--- src/rtl/pattern_scan_ctrl_pkg.sv ---
// Shared types and constants for the pattern scan controller and its matcher.
package pattern_scan_pkg;

  typedef enum logic [1:0] {
    IDLE,
    SHIFT,
    DONE
  } scan_state_t;

  localparam int unsigned PAT_W  = 4;
  localparam int unsigned HIST_W = PAT_W - 1;

endpackage

--- src/rtl/pattern_scan_ctrl_seq_match4.sv ---
// Programmable 4-bit Mealy sequence matcher with overlapping detection.
module seq_match4
  import pattern_scan_pkg::*;
(
  input  logic             clk,
  input  logic             rst,
  input  logic             clr,
  input  logic             valid,
  input  logic             bit_in,
  input  logic [PAT_W-1:0] pattern,
  output logic             match
);

  logic [HIST_W-1:0] hist_q, hist_d;
  logic [1:0]        fill_q, fill_d;

  always_comb begin
    hist_d = hist_q;
    fill_d = fill_q;
    if (clr) begin
      hist_d = '0;
      fill_d = '0;
    end else if (valid) begin
      hist_d = {hist_q[HIST_W-2:0], bit_in};
      if (fill_q != 2'd3) fill_d = fill_q + 2'd1;
    end
  end

  // fill saturates at 3, so fill_q==3 means at least three bits of history
  assign match = valid && (fill_q == 2'd3) && ({hist_q, bit_in} == pattern);

  always_ff @(posedge clk) begin
    if (rst) begin
      hist_q <= '0;
      fill_q <= '0;
    end else begin
      hist_q <= hist_d;
      fill_q <= fill_d;
    end
  end

endmodule

--- src/rtl/pattern_scan_ctrl.sv ---
// Scan controller: shifts a captured word MSB-first through seq_match4 and counts matches.
// Optional abort input enabled by defining PATTERN_SCAN_ABORT_EN.
module pattern_scan_ctrl
  import pattern_scan_pkg::*;
#(
  parameter int unsigned DATA_W = 16,
  parameter int unsigned CNT_W  = 5
) (
  input  logic              clk,
  input  logic              rst,
`ifdef PATTERN_SCAN_ABORT_EN
  input  logic              abort,
`endif
  input  logic              start,
  input  logic [DATA_W-1:0] data_in,
  input  logic [PAT_W-1:0]  pattern,
  output logic              busy,
  output logic              bit_out,
  output logic              bit_valid,
  output logic              match_pulse,
  output logic              done,
  output logic [CNT_W-1:0]  match_count
);

  localparam int unsigned IDX_W = $clog2(DATA_W);
  localparam logic [IDX_W-1:0] LAST_IDX = IDX_W'(DATA_W - 1);

  scan_state_t       state_q, state_d;
  logic [DATA_W-1:0] shreg_q, shreg_d;
  logic [IDX_W-1:0]  idx_q, idx_d;
  logic [PAT_W-1:0]  pat_q, pat_d;
  logic [CNT_W-1:0]  cnt_q, cnt_d;
  logic              clr;
  logic              abort_w;

`ifdef PATTERN_SCAN_ABORT_EN
  assign abort_w = abort;
`else
  assign abort_w = 1'b0;
`endif

  assign busy        = (state_q != IDLE);
  assign bit_valid   = (state_q == SHIFT);
  assign bit_out     = bit_valid & shreg_q[DATA_W-1];
  assign done        = (state_q == DONE);
  assign match_count = cnt_q;

  seq_match4 u_match (
    .clk     (clk),
    .rst     (rst),
    .clr     (clr),
    .valid   (bit_valid),
    .bit_in  (bit_out),
    .pattern (pat_q),
    .match   (match_pulse)
  );

  always_comb begin
    state_d = state_q;
    shreg_d = shreg_q;
    idx_d   = idx_q;
    pat_d   = pat_q;
    cnt_d   = cnt_q;
    clr     = 1'b0;
    unique case (state_q)
      IDLE: begin
        if (start) begin
          shreg_d = data_in;
          pat_d   = pattern;
          cnt_d   = '0;
          idx_d   = '0;
          clr     = 1'b1;
          state_d = SHIFT;
        end
      end
      SHIFT: begin
        shreg_d = {shreg_q[DATA_W-2:0], 1'b0};
        idx_d   = idx_q + IDX_W'(1);
        // the bit presented this cycle counts even when aborting
        if (match_pulse && (cnt_q != '1)) cnt_d = cnt_q + CNT_W'(1);
        if ((idx_q == LAST_IDX) || abort_w) state_d = DONE;
      end
      DONE:    state_d = IDLE;
      default: state_d = IDLE;
    endcase
  end

  always_ff @(posedge clk) begin
    if (rst) begin
      state_q <= IDLE;
      shreg_q <= '0;
      idx_q   <= '0;
      pat_q   <= '0;
      cnt_q   <= '0;
    end else begin
      state_q <= state_d;
      shreg_q <= shreg_d;
      idx_q   <= idx_d;
      pat_q   <= pat_d;
      cnt_q   <= cnt_d;
    end
  end

endmodule

--- config.mk ---
export PLATFORM = sky130hd
export DESIGN_NAME = pattern_scan_ctrl
export DESIGN_NICKNAME = d
export VERILOG_FILES = /design/src/rtl/pattern_scan_ctrl_pkg.sv /design/src/rtl/pattern_scan_ctrl_seq_match4.sv /design/src/rtl/pattern_scan_ctrl.sv
export SDC_FILE = /design/constraint.sdc
export NUM_CORES = 1
export LEC_CHECK = 0
export ABC_CLOCK_PERIOD_IN_PS = 2300
export BUFFER_PORTS_ARGS = -buffer_cell sky130_fd_sc_hd__clkbuf_2
export CAP_MARGIN = 15
export CORE_ASPECT_RATIO = 0.9
export CORE_UTILIZATION = 53
export CTS_CLUSTER_DIAMETER = 60
export DETAILED_ROUTE_END_ITERATION = 8
export GPL_ROUTABILITY_DRIVEN = 0
export GPL_TIMING_DRIVEN = 0
export PLACE_DENSITY = 0.84
export SYNTH_ARGS = -nofsm -noshare
export SYNTH_HDL_FRONTEND = slang
export SYNTH_SLANG_ARGS = --single-unit
--- constraint.sdc ---
create_clock -name clk -period 2.3 [get_ports clk]
set_clock_uncertainty 0.1 [all_clocks]
set_input_delay 0.345 -clock clk [delete_from_list [all_inputs] [get_ports clk]]
set_output_delay 0.345 -clock clk [all_outputs]
set_load 0.05 [all_outputs]
==> results.md <==
- The share of the clock period used by the worst path after layout is 0.925.
- Detailed routing placed a total of about 160 µm of wire on met3.
- Among all flip-flop cells after synthesis, the most frequent one is dfxtp_1.
- The data arrival time at the worst-slack endpoint is 1.68 ns.
- The count of mapped cells out of synthesis is 204.
- Clock tree synthesis found a total of 36 sinks.
- The count of nets left with antenna violations once routing finished came out at 0.
- Clock-pin slew was measured on the worst setup and hold paths at about 0.11 ns.
- The buffers inserted during post-CTS setup optimization is 0.
- The synthesized design contains 0 enable-type register cells.
- 33 I/O pins were placed.
- The final layout net count is about 270.
- The number of cells in the design after placement is approximately 280.
- The routed wire length on met2 is approximately 1.4 mm.
- The mux contribution to synthesized area is 0.0193.
- The run finished with clean final reports.
- After floorplanning, the core was sized to cover between 2000 and 3000 µm².
- The area fraction in compound gates after synthesis came to 0.152.
- Along the worst path, the maximum fanout reaches 5.
- The critical path class is reg2out.
- After synthesis the netlist holds a flip-flop and latch count of 36.
- The critical path starts at pat_q[1].
- The floorplan die height is between 50 and 60 µm.
- The synthesis-to-layout area growth is 18.6%.
- The worst register-to-register path begins at match_count[0].
- The sequential-to-total area share from yosys stat is 0.444.
- Summed over all cells, the static leakage comes to between 0.8 and 0.9 nW.
- The number of gates resized after CTS was 0.
- The dominant combinational cell family by area after synthesis is simple AND/OR/NAND/NOR gates.
- The worst hold path begins at data_in[0].
- The total number of H-tree levels is 2.
- The post-route DRC violation count is 0.
- The count of cells along the worst hold path is 3.
- In the final routing, the length of wire on met1 measures 1.62 mm.
- The count of antenna diodes in the layout is 0.
- The endpoint type of the worst setup path is an output port.
- The maximum resistive drop on vdd is 0.425 mV.
- After synthesis, the cell types taking the most area are dfxtp_1 (44%), nand2_1 (12%), a311oi_1 (8.1%), nor2_1 (5.8%), a21oi_1 (4.3%).
- The number of buffers on the longest clock path is 2.
- The Yosys warning count is 0.
- Dividing the detail-routed wire length by the instance count gives about 11 µm.
- For this run, the total global-route usage over all layers was measured as 0.221.
- The highest achievable clock rate is 470 MHz.
- The top layer reached by signal wires is met4.
- The number of cells on the worst reg-to-reg path is 6.
- For the finished layout, the period the worst path requires is around 2.1 ns.
- Clock latency on the worst-skew pair, taken at its later pin, is roughly 0.34 ns.
- Of the post-synthesis cell area, the dominant cell type holds 0.444.
- The simple-gate share of the synthesized area is 0.280.
- Setup repair after global routing left no endpoint under its margin.
- The count of cells in the finished layout, fillers not included, comes to approximately 280.
- The DRC violation total after the first TritonRoute iteration is between 80 and 90.
- The mean post-synth cell area is 7.96 µm².
- The share of synthesized flip-flops with an asynchronous set or reset is 0.
- The floorplan step set the die width to roughly 60 µm.
- The number of hold buffers added after CTS is 0.
- The largest net degree at the start of global routing is 16.
- For this block, the via count after detailed routing is around 1,500.
- The number of global-route vias before repair was approximately 1,200.
- In the post-synthesis netlist, the cell with the most instances is nand2_1.
- The startpoint kind of the worst setup timing path is a flop.
- In this run the critical register-to-register path is captured at match_count[0].
- The final wirelength is about 3.2 mm.
- The worst-case headroom to the max-slew limit is 0.675.
- The starting utilization of the core area is 0.572.
- For this design the ratio of total power to cell area is roughly 700 nW/µm².
- The floorplan has 18 rows.
- The slew at the pin closest to its max-slew limit is between 0.4 and 0.5 ns.
- Counting every net in the synthesized netlist gives between 200 and 250.
- In this run the tool buffered the top-level ports with 32 buffer cells.
- The end point of the worst hold path is shreg_q[0].
- In the synthesized netlist, the cells that appear most often are nand2_1 (53), dfxtp_1 (36), nor2_1 (25), a311oi_1 (15), a21oi_1 (14).
- Detailed placement ended at an HPWL of between 2 and 2.5 mm.
- The post-layout utilization of the core is 0.679.
- The cell type with the highest aggregate area in the netlist is dfxtp_1.
- The post-synthesis cell area is 1620 µm².
- The number of pins exceeding their max-slew limit in the final report came to 0.
- CTS placed an instance of clkbuf_4 at the clock tree root.
- The first global-routing pass estimated approximately 5.2 mm of wire.
- The summed negative setup slack over all endpoints is 0 ns.
- The adder-cell area share of the yosys netlist is 0.0308.
- Data on the critical path is required at its endpoint by about 1.9 ns.
- The initial antenna violation count was 0.
- The class of the most critical hold timing path is in2reg.
- The mean number of vias per cell is about 5.2.
- The post-synthesis xor/xnor area fraction is 0.0270.
- Max-cap violations in this run came to 0.
- The final count of hold timing violations is 0.
- Synthesis instantiated 34 different standard cells from the library.
- The TritonCTS clock tree is built.
- Setup violations remaining at the end of the flow were counted as 0.
- The pre-antenna-repair detailed-routing pass consisted of 4 iterations.
- In the final layout, the share of cells above drive strength 1 is 0.193.
- The total CTS buffers is 5.
- The die covers about 3300 µm².
- The worst register-to-register path has a setup slack of roughly 0.27 ns.
- Global routing finished with a remaining overflow of 0.
placed cells by master (no fill, tap or decap), drive strengths merged, types with 4 or more instances in the layout:
cell     n
nand2   53
clkbuf  46
dfxtp   36
nor2    25
a311oi  15
a21oi   15
nand3    8
inv      5
nor3     5
buf      5
ha       4
final cells by class:
type                       instances  area (µm²)
timing repair buffer              32         160
sequential                        36         721
inverter                           5        21.3
multi-input combinational        150         827
clock inverter                     1        30.0
clock buffer                       7        65.1
buffer                            12        51.3
fill                             261         912
tap                               40        50.0
layer usage:
metal	global-route usage	up-vias
li1	-	779
met1	0.291	650
met2	0.330	43
met3	0.0898	4
met4	0.0736	0
met5	0	-
stage by stage:
| stage | hold WS, ns | setup slack, ns | area (µm²) | power [mW] |
|---|---|---|---|---|
| CTS | 0.120 | 0.152 | 1930 | 1.38 |
| global route | 0.114 | 0.0534 | 1930 | 1.44 |
| detailed placement | 0.365 | 0.302 | 1830 | 0.892 |
| global placement | 0.356 | 0.323 | 1830 | 0.888 |
| finish | 0.124 | 0.174 | 1930 | 1.37 |
| floorplan | 0.348 | 0.0826 | 1620 | 0.833 |
flip-flops by register name, indices dropped and copies added, names as in the netlist:
signal / flops
match_count: 5
u_match.hist_q: 3
state_q: 2
u_match.fill_q: 2
pat_q: 4
idx_q: 4
shreg_q: 16
cell families after synthesis:
kind of cell / after synthesis
AOI/OAI and AO/OA: 35
and+or+nand+nor: 103
buffers and inverters: 18
muxes: 3
xor gates and xnor gates: 5
DFF: 36
adders and majority gates: 4
critical path, cell delays in order (launching register included):
cell and delay [ns]:
dfxtp_1 0.34, xor2_1 0.17, nor3_2 0.33, and4_1 0.25
clkbuf_2 0.27
where the power goes:
part	switching [mW]	internal, mW
combinational	0.124	0.0692
sequential	0.0232	0.661
clock	0.206	0.289
how the worst max path moves through the flow:
stage,cells after the start,end,slack (ns)
2_1_floorplan,6,bit_out,0.08
3_3_place_gp,6,match_count[0],0.32
3_5_place_dp,6,match_count[0],0.30
4_1_cts,4,match_pulse,0.15
5_1_grt,4,match_pulse,0.05
6_report,4,match_pulse,0.17
Power figures use the tool's default switching activity.
